File: config.mk
export PLATFORM = sky130hd
export DESIGN_NAME = stack_unit_flat
export DESIGN_NICKNAME = d
export VERILOG_FILES = /design/src/rtl/cpu_pkg.sv /design/src/rtl/stack_unit_if.sv /design/src/rtl/stack_unit_ram.sv /design/src/rtl/stack_unit.sv /design/src/flat_wrapper.sv
export SDC_FILE = /design/constraint.sdc
export NUM_CORES = 1
export LEC_CHECK = 0
export ABC_CLOCK_PERIOD_IN_PS = 7700
export CAP_MARGIN = 20
export CORE_UTILIZATION = 30
export CTS_CLUSTER_DIAMETER = 80
export DETAILED_ROUTE_END_ITERATION = 10
export PLACE_DENSITY = 0.49
export SLEW_MARGIN = 20
export SYNTH_ARGS = -nofsm -noshare
export SYNTH_HDL_FRONTEND = slang
export SYNTH_HIERARCHICAL = 1
export SYNTH_SLANG_ARGS = --single-unit
File: constraint.sdc
create_clock -name clk -period 7.7 [get_ports clk]
set_input_delay 0.77 -clock clk [delete_from_list [all_inputs] [get_ports clk]]
set_output_delay 0.77 -clock clk [all_outputs]
set_load 0.05 [all_outputs]
File: src/rtl/cpu_pkg.sv
// cpu_pkg: shared stack FSM states, operation codes and default data width
package cpu_pkg;
  localparam int DATA_W_DEF = 16;
  typedef enum logic [1:0] {IDLE, WRITE, READ, DONE} stack_state_t;
  typedef enum logic [1:0] {OP_PUSH, OP_POP, OP_PEEK} stack_op_t;
endpackage

File: src/rtl/stack_unit_if.sv
// stack_unit_if: CU <-> stack request/response bundle; peek signals exist only with STACK_PEEK_EN
interface stack_unit_if import cpu_pkg::*; #(parameter int DATA_W = DATA_W_DEF, parameter int DEPTH = 64);
  localparam int SW = $clog2(DEPTH) + 1;
  logic push;
  logic pop;
  logic [DATA_W-1:0] push_data;
  logic [DATA_W-1:0] pop_out;
  logic push_done;
  logic pop_done;
  logic [SW-1:0] sp;
  logic full;
  logic empty;
  logic err;
`ifdef STACK_PEEK_EN
  logic peek;
  logic peek_done;
  modport master(output push, pop, peek, push_data,
                 input pop_out, push_done, pop_done, peek_done, sp, full, empty, err);
  modport slave(input push, pop, peek, push_data,
                output pop_out, push_done, pop_done, peek_done, sp, full, empty, err);
`else
  modport master(output push, pop, push_data,
                 input pop_out, push_done, pop_done, sp, full, empty, err);
  modport slave(input push, pop, push_data,
                output pop_out, push_done, pop_done, sp, full, empty, err);
`endif
endinterface

File: src/rtl/stack_unit_ram.sv
// stack_ram: single-port storage, synchronous write, registered read, no reset
module stack_ram #(parameter int DATA_W = 16, parameter int DEPTH = 64) (
  input  logic                     clk,
  input  logic                     we,
  input  logic [$clog2(DEPTH)-1:0] addr,
  input  logic [DATA_W-1:0]        wdata,
  output logic [DATA_W-1:0]        rdata
);
  logic [DATA_W-1:0] mem [DEPTH];
  always_ff @(posedge clk) begin
    if (we) mem[addr] <= wdata;
    rdata <= mem[addr];
  end
endmodule

File: src/rtl/stack_unit.sv
// stack_unit: one-request-at-a-time LIFO with push/pop (and peek when STACK_PEEK_EN) handshake
module stack_unit import cpu_pkg::*; #(parameter int DATA_W = DATA_W_DEF, parameter int DEPTH = 64) (
  input logic clk,
  input logic rst,
  stack_unit_if.slave bus
);
  localparam int AW = $clog2(DEPTH);
  localparam logic [AW:0] SP_MAX = (AW+1)'(DEPTH);
  stack_state_t state;
  stack_op_t op;
  logic rej;
  logic [AW:0] sp;
  logic [DATA_W-1:0] data_q;
  logic [DATA_W-1:0] rdata;
  logic [AW-1:0] addr;
  logic we;
  logic full;
  logic empty;
  logic peek_req;
`ifdef STACK_PEEK_EN
  assign peek_req = bus.peek;
`else
  assign peek_req = 1'b0;
`endif
  assign full = sp == SP_MAX;
  assign empty = sp == '0;
  assign bus.sp = sp;
  assign bus.full = full;
  assign bus.empty = empty;
  assign we = state == WRITE && !full;
  // Reads target the top entry (sp-1); writes target the first free slot (sp).
  assign addr = state == WRITE ? sp[AW-1:0] : AW'(sp - 1'b1);
  stack_ram #(.DATA_W(DATA_W), .DEPTH(DEPTH)) u_ram (
    .clk(clk), .we(we), .addr(addr), .wdata(data_q), .rdata(rdata)
  );
  always_ff @(posedge clk) begin
    if (rst) begin
      state <= IDLE;
      sp <= '0;
      bus.pop_out <= '0;
      bus.push_done <= 1'b0;
      bus.pop_done <= 1'b0;
      bus.err <= 1'b0;
`ifdef STACK_PEEK_EN
      bus.peek_done <= 1'b0;
`endif
    end else begin
      bus.push_done <= 1'b0;
      bus.pop_done <= 1'b0;
      bus.err <= 1'b0;
`ifdef STACK_PEEK_EN
      bus.peek_done <= 1'b0;
`endif
      case (state)
        IDLE: begin
          op <= bus.push ? OP_PUSH : bus.pop ? OP_POP : OP_PEEK;
          data_q <= bus.push_data;
          state <= bus.push ? WRITE : (bus.pop || peek_req) ? READ : IDLE;
        end
        WRITE: begin
          rej <= full;
          sp <= full ? sp : sp + 1'b1;
          state <= DONE;
        end
        READ: begin
          rej <= empty;
          sp <= (empty || op != OP_POP) ? sp : sp - 1'b1;
          state <= DONE;
        end
        DONE: begin
          bus.push_done <= op == OP_PUSH;
          bus.pop_done <= op == OP_POP;
`ifdef STACK_PEEK_EN
          bus.peek_done <= op == OP_PEEK;
`endif
          bus.err <= rej;
          bus.pop_out <= op == OP_PUSH ? bus.pop_out : rej ? '0 : rdata;
          state <= IDLE;
        end
      endcase
    end
  end
endmodule
File: src/flat_wrapper.sv
// flat-port wrapper written by rule: the top's interface ports become plain ports
module stack_unit_flat import cpu_pkg::*;
#(parameter int DATA_W = DATA_W_DEF, parameter int DEPTH = 64)
  (clk, rst, bus_push, bus_pop, bus_push_data, bus_pop_out, bus_push_done, bus_pop_done, bus_sp, bus_full, bus_empty, bus_err);
  stack_unit_if #(.DATA_W(DATA_W), .DEPTH(DEPTH)) bus_i ();
  input logic clk;
  input logic rst;
  input wire logic [$bits(bus_i.push)-1:0] bus_push;
  input wire logic [$bits(bus_i.pop)-1:0] bus_pop;
  input wire logic [$bits(bus_i.push_data)-1:0] bus_push_data;
  output wire logic [$bits(bus_i.pop_out)-1:0] bus_pop_out;
  output wire logic [$bits(bus_i.push_done)-1:0] bus_push_done;
  output wire logic [$bits(bus_i.pop_done)-1:0] bus_pop_done;
  output wire logic [$bits(bus_i.sp)-1:0] bus_sp;
  output wire logic [$bits(bus_i.full)-1:0] bus_full;
  output wire logic [$bits(bus_i.empty)-1:0] bus_empty;
  output wire logic [$bits(bus_i.err)-1:0] bus_err;
  assign bus_i.push = bus_push;
  assign bus_i.pop = bus_pop;
  assign bus_i.push_data = bus_push_data;
  assign bus_pop_out = bus_i.pop_out;
  assign bus_push_done = bus_i.push_done;
  assign bus_pop_done = bus_i.pop_done;
  assign bus_sp = bus_i.sp;
  assign bus_full = bus_i.full;
  assign bus_empty = bus_i.empty;
  assign bus_err = bus_i.err;
  stack_unit #(.DATA_W(DATA_W), .DEPTH(DEPTH)) u_core (.clk(clk), .rst(rst), .bus(bus_i));
endmodule
# --- Word level (Yosys, flattened, before mapping) ---
# Memory sizes are Yosys's and may differ from the RTL's. A register that Yosys moved wholly into a read port is not among the register bits.
# Cells that the tools add are included.
totals:
  mem_bits_rw: 1024
  memories: 1
  in_bits: 20
  wordCells: 48
  reg_bits: 47
  output_inout_bits: 28
op_classes:
  add_sub_neg: 2
  reduce_logical: 13
  mux: 12
  eq_ne: 8
  n_bitwise: 3
memory_table:
  columns: ["name", "words", "width", "read_ports", "rd_clocked_by_memory_dff", "write_ports", "line", "rtl"]
  rows:
  - ["u_core.u_ram.mem", 64, 16, 1, 1, 1, "stack_unit_ram.sv:9", "logic [DATA_W-1:0] mem [DEPTH];"]
op_table:
  columns: ["op", "n"]
  rows:
  - ["2-to-1 mux 16 bit", 1]
  - ["2-to-1 mux 7 bit", 2]
  - ["case mux 7 bit (2 select lines)", 1]
  - ["adder 7 x 1 -> 7 bit (second input constant)", 1]
  - ["equality test 7 bit (second input constant)", 1]
  - ["zero test 7 bit", 1]
  - ["subtractor 7 x 1 -> 7 bit (second input constant)", 1]
  - ["2-to-1 mux 2 bit", 3]
  - ["2-to-1 mux 6 bit", 1]
  - ["case mux 2 bit (3 select lines)", 1]
  - ["AND reduction 2 bit", 3]
  - ["equality test 2 x 1 -> 1 bit (second input constant)", 2]
  - ["equality test 2 bit (second input constant)", 2]
  - ["zero test 2 bit", 2]
  - ["!= test 2 bit (second input constant)", 2]
  - ["OR reduction 2 bit", 2]
  - ["NOT 1 bit", 3]
  - ["AND reduction 3 bit", 1]
  - ["2-to-1 mux 1 bit", 2]
  - ["!= test 2 x 1 -> 1 bit (second input constant)", 1]
  - ["case mux 1 bit (2 select lines)", 1]
  - ["nonzero test 2 bit", 1]
  - ["logical AND 1 bit", 1]
  - ["zero test 1 bit", 1]
  - ["logical OR 1 bit", 1]

# --- Longest topological paths before layout ---
logic_depth:
  ltp_word: 5
  depth_mapped: 16
  mapped_depth_nobuf: 11

# --- By module ---
# The synthesis kept the hierarchy.
by_module_without_submodules:
  columns: ["module", "cells_each", "area_each_um2", "n_inst", "seq_area_each_um2"]
  rows:
  - ["stack_ram", 2264, 39480.4, 1, 31069.8]
  - ["stack_unit", 200, 2075.7, 1, 1131.1]

# --- Least setup slack after synthesis ---
# Ideal clock, no wire load.
synth_path:
  kind: "register to register"
  from: "reg u_core.sp[0] (netlist: u_core/bus.sp[0])"
  to: "mem u_core.u_ram.mem[15][0] (enable)"
  stages_incl_launch_ff: 11
  path_buffers: 4
  t_required_ps: 7311
  arrival_time_ps: 3517
  setup_time_ps: 389
  path_slack_ps: 3795
  synth_period_minus_slack_ps: 3905
  path_cell_list: "dfxtp_1 inv_1 ha_1 mux2i_1 and2_1 buf_2 buf_2 buf_1 clkbuf_1 nand3_1 nor2_1"
synth_between:
  elab_cells_between_ends: 7
  classes_between: "add/sub (1); eq/ne (1); mux (3); reduce/logical (2)"
synth_lines:
  columns: ["item", "line", "rtl"]
  rows:
  - ["from (decl)", "stack_unit.sv:12", "logic [AW:0] sp;"]
  - ["from (signal assigned)", "stack_unit.sv:62", "sp <= full ? sp : sp + 1'b1;"]
  - ["from (signal assigned)", "stack_unit.sv:67", "sp <= (empty || op != OP_POP) ? sp : sp - 1'b1;"]
  - ["subtractor 7 x 1 -> 7 bit", "stack_unit.sv:32", "assign addr = state == WRITE ? sp[AW-1:0] : AW'(sp - 1'b1);"]
  - ["2-to-1 mux 6 bit", "stack_unit.sv:32", null]
  - ["via u_core.addr[1]", "stack_unit.sv:15", "logic [AW-1:0] addr;"]
  - ["to (decl)", "stack_unit_ram.sv:9", null]
# The timed path passes the listed nets, and every way through them passes these cells.

# --- Final worst setup path ---
layout_path:
  from: "reg u_core.sp[0] (netlist: u_core/bus.sp[0])"
  to: "mem u_core.u_ram.mem[55][3] (enable)"
# The elaborated chain is that of the path after synthesis.

==> impl_metrics.tcl <==
set metrics [dict create \
    min-delay-start "u_core/bus.pop_out[11]$_SDFFE_PP0P_" \
    run_status "finished, final reports clean" \
    finalWirelength_mm 124.4 \
    cts_root_buffer "clkbuf_16" \
    regArea_sq_um 32200 \
    pre_cts_ws_ns 2.596 \
    critPathLaunchType "flip-flop" \
    clock_path_buffers 3 \
    grt_antenna_before_repair 7 \
    worstSetupStartpoint "u_core/bus.sp[0]$_SDFFE_PP0P_" \
    ys_types 67 \
    multiInputGateArea_sq_um 8603 \
    post-route-period-util_pct 66.02 \
    synthesis.area_sq_um 41560 \
    cap_violations 0 \
    yosysTopAreaCell "edfxtp_1" \
    cts_tree "built" \
    insertion_delay_ns 0.69 \
    synthArstFlopShare_pct 0 \
    die_y_microns 374.2 \
    vias 24130 \
    post-route-util_pct 35.08 \
    hold_violations 0 \
    post_cts_resized 0 \
    ys.flop_type "edfxtp_1" \
    drt-pass1-iter-count 5 \
    ys_seq_elements 1087 \
    rsz0062_at_grt "no" \
    final_cell_mix "edfxtp_1 (1043), a22oi_1 (196), nor2_1 (179)" \
    ys_top_cells_by_area "edfxtp_1 (75%), mux2i_1 (3.8%), a22oi_1 (3.5%), a221oi_1 (2.2%), dfxtp_1 (2.1%)" \
    antenna_left 0 \
    io_pins 48 \
    postSynthNetCount 2491 \
    num_rows 136 \
    final_common_cell "edfxtp_1" \
    grt_pass1_vias 23820 \
    min_period_ns 5.083 \
    relSlewSlack_pct 25.59 \
    netlist_instances 2464 \
    power_per_cell_area_nw_per_um2 339.2 \
    clkSlewWorstSetupHoldPaths_ns 0.06 \
    setup_tns_ns 0 \
    area_delta_synth_final_pct 16.06 \
    nNetsFinal 2596 \
    routabilityCongestion 0.8335 \
    finalPower_mw 16.36 \
    die_w_microns 374.2 \
    layout-drive-gt1-share_pct 12.87 \
    numCtsBuffers 115 \
    grt_start_max_net_pins 108 \
    crit_required_ns 8.05 \
    avgSynthCellArea_sq_um 16.87 \
    tightest_slew_ns 1.113 \
    clock_skew_ns 0.02071 \
    synth-edff-count 1043 \
    worst_slack_ns 2.617 \
    p_leak_nw 15.40 \
    peakVddDrop_uv 186.9 \
    arrival_ns 5.44 \
    finalInstanceArea_sq_um 48230 \
    grt_use_total_pct 17.47 \
    dp_hpwl_mm 72.48 \
    fmax_mhz 196.7 \
    place_area_sq_um 44480 \
    r2r_start "u_core/bus.sp[0]$_SDFFE_PP0P_" \
    yosys.area.top_type_share_pct 75.37 \
    start_util_pct 30.22 \
    hold_class "reg2reg" \
    setup_viol 0 \
    synth-seq-area-share_pct 77.49 \
    rrSetupSlack_ns 2.62 \
    postCtsHoldBufs 0 \
    crit_type "reg2reg" \
    drt_iter0_drc 2812 \
    post_cts_buffers 0 \
    wl_per_cell_microns 27.88 \
    slew_violations 0 \
    vias_per_cell 5.409 \
    dieArea_sq_um 140000 \
    grt_pass1_wl_mm 177.8 \
    cp_max_fo 94 \
    numPortBuffers 47 \
    ys_warn_count 6 \
    post-route-drc-count 0 \
    core_sq_um 137500 \
    grt-ovfl-total 0 \
    cts_sinks 1087 \
    endpoint_kind "flip-flop" \
    fillers 12950 \
    h-tree-depth 3 \
]
synthesized netlist by cell type, drive strengths merged (4+ instances only):
cell,instances
a2111oi,8
a211oi,23
a21oi,97
a221oi,107
a222oi,9
a22o,21
a22oi,196
a311oi,6
a31oi,24
a32o,4
and2,4
and3,4
buf,105
clkbuf,71
dfxtp,44
edfxtp,1043
ha,7
inv,8
mux2,19
mux2i,157
mux4,6
nand2,47
nand2b,9
nand3,12
nand4,7
nor2,187
nor2b,16
nor3,12
nor3b,21
o211a,7
o211ai,4
o21ai,35
o221ai,14
o22a,27
o22ai,58
or4,12
xnor2,5
area by class of cell:
type	instances	area share, %
Antenna cell	2	0.01038
Sequential cell	1087	66.76
Timing Repair Buffer	164	2.900
Clock buffer	139	6.283
Clock inverter	74	1.489
Inverter	8	0.06226
Tap cell	1794	4.654
Multi-Input combinational cell	1193	17.84
metrics by stage:
step	instances	hold WS [ns]
finish	4461	0.4913
global route	4459	0.5250
CTS	4459	0.4989
detailed placement	4246	0.4854
global placement	4245	0.4681
floorplan	2464	0.4334
worst paths after layout:
kind | to | cells past startpoint
max reg2reg | u_core/u_ram/mem[55][3]$_DFFE_PP_ | 9
min reg2reg | u_core/bus.pop_out[11]$_SDFFE_PP0P_ | 2
max | u_core/u_ram/mem[55][3]$_DFFE_PP_ | 9
min | u_core/bus.pop_out[11]$_SDFFE_PP0P_ | 2
flip-flops by register name, indices dropped and copies added (netlist names):
name / count
u_core/u_ram/mem: 1024
u_core/bus.pop_out: 16
u_core/data_q: 16
u_core/u_ram/rdata: 16
u_core/bus.sp: 7
u_core/op: 2
u_core/state: 2
u_core/bus.err: 1
u_core/bus.pop_done: 1
u_core/bus.push_done: 1
u_core/rej: 1
report_power, final:
group | internal (mW) | switching [mW] | total [mW]
combinational | 1.20 | 2.90 | 4.11
sequential | 6.66 | 0.0845 | 6.74
clock | 3.23 | 2.29 | 5.51
critical path, cell delays in order, from the launching register on:
cell and delay (ns):
dfxtp_1 0.51, inv_1 0.14, ha_1 0.38, mux2i_4 0.21, buf_12 0.44, and2_4 0.78, buf_4 0.67, nand3_1 0.72
nor2_1 0.29, buf_4 0.37
routing by layer:
layer | vias up | wire (microns) | share of wire [%] | global-route usage (%)
met5 | - | 0 | 0 | 0
met4 | 0 | 3277 | 2.6 | 4.818
met3 | 176 | 9899 | 8.0 | 2.800
met2 | 1158 | 57980 | 47 | 27.83
met1 | 12510 | 53240 | 43 | 24.63
li1 | 10290 | - | - | -
kinds of logic (layout without fill, tap and decap cells):
logic type | count (synthesis) | after routing | share of synthesized area [%]
xor gates and xnor gates | 7 | 7 | 0.1475
AOI/OAI and AO/OA | 656 | 656 | 11.55
and+or+nand+nor | 341 | 341 | 3.800
muxes | 182 | 182 | 4.622
buffers and inverters | 184 | 385 | 2.180
DFF | 1087 | 1087 | 77.49
other | 0 | 2 | 0
adders and majority gates | 7 | 7 | 0.2108
(Power assumes the default switching activity.)
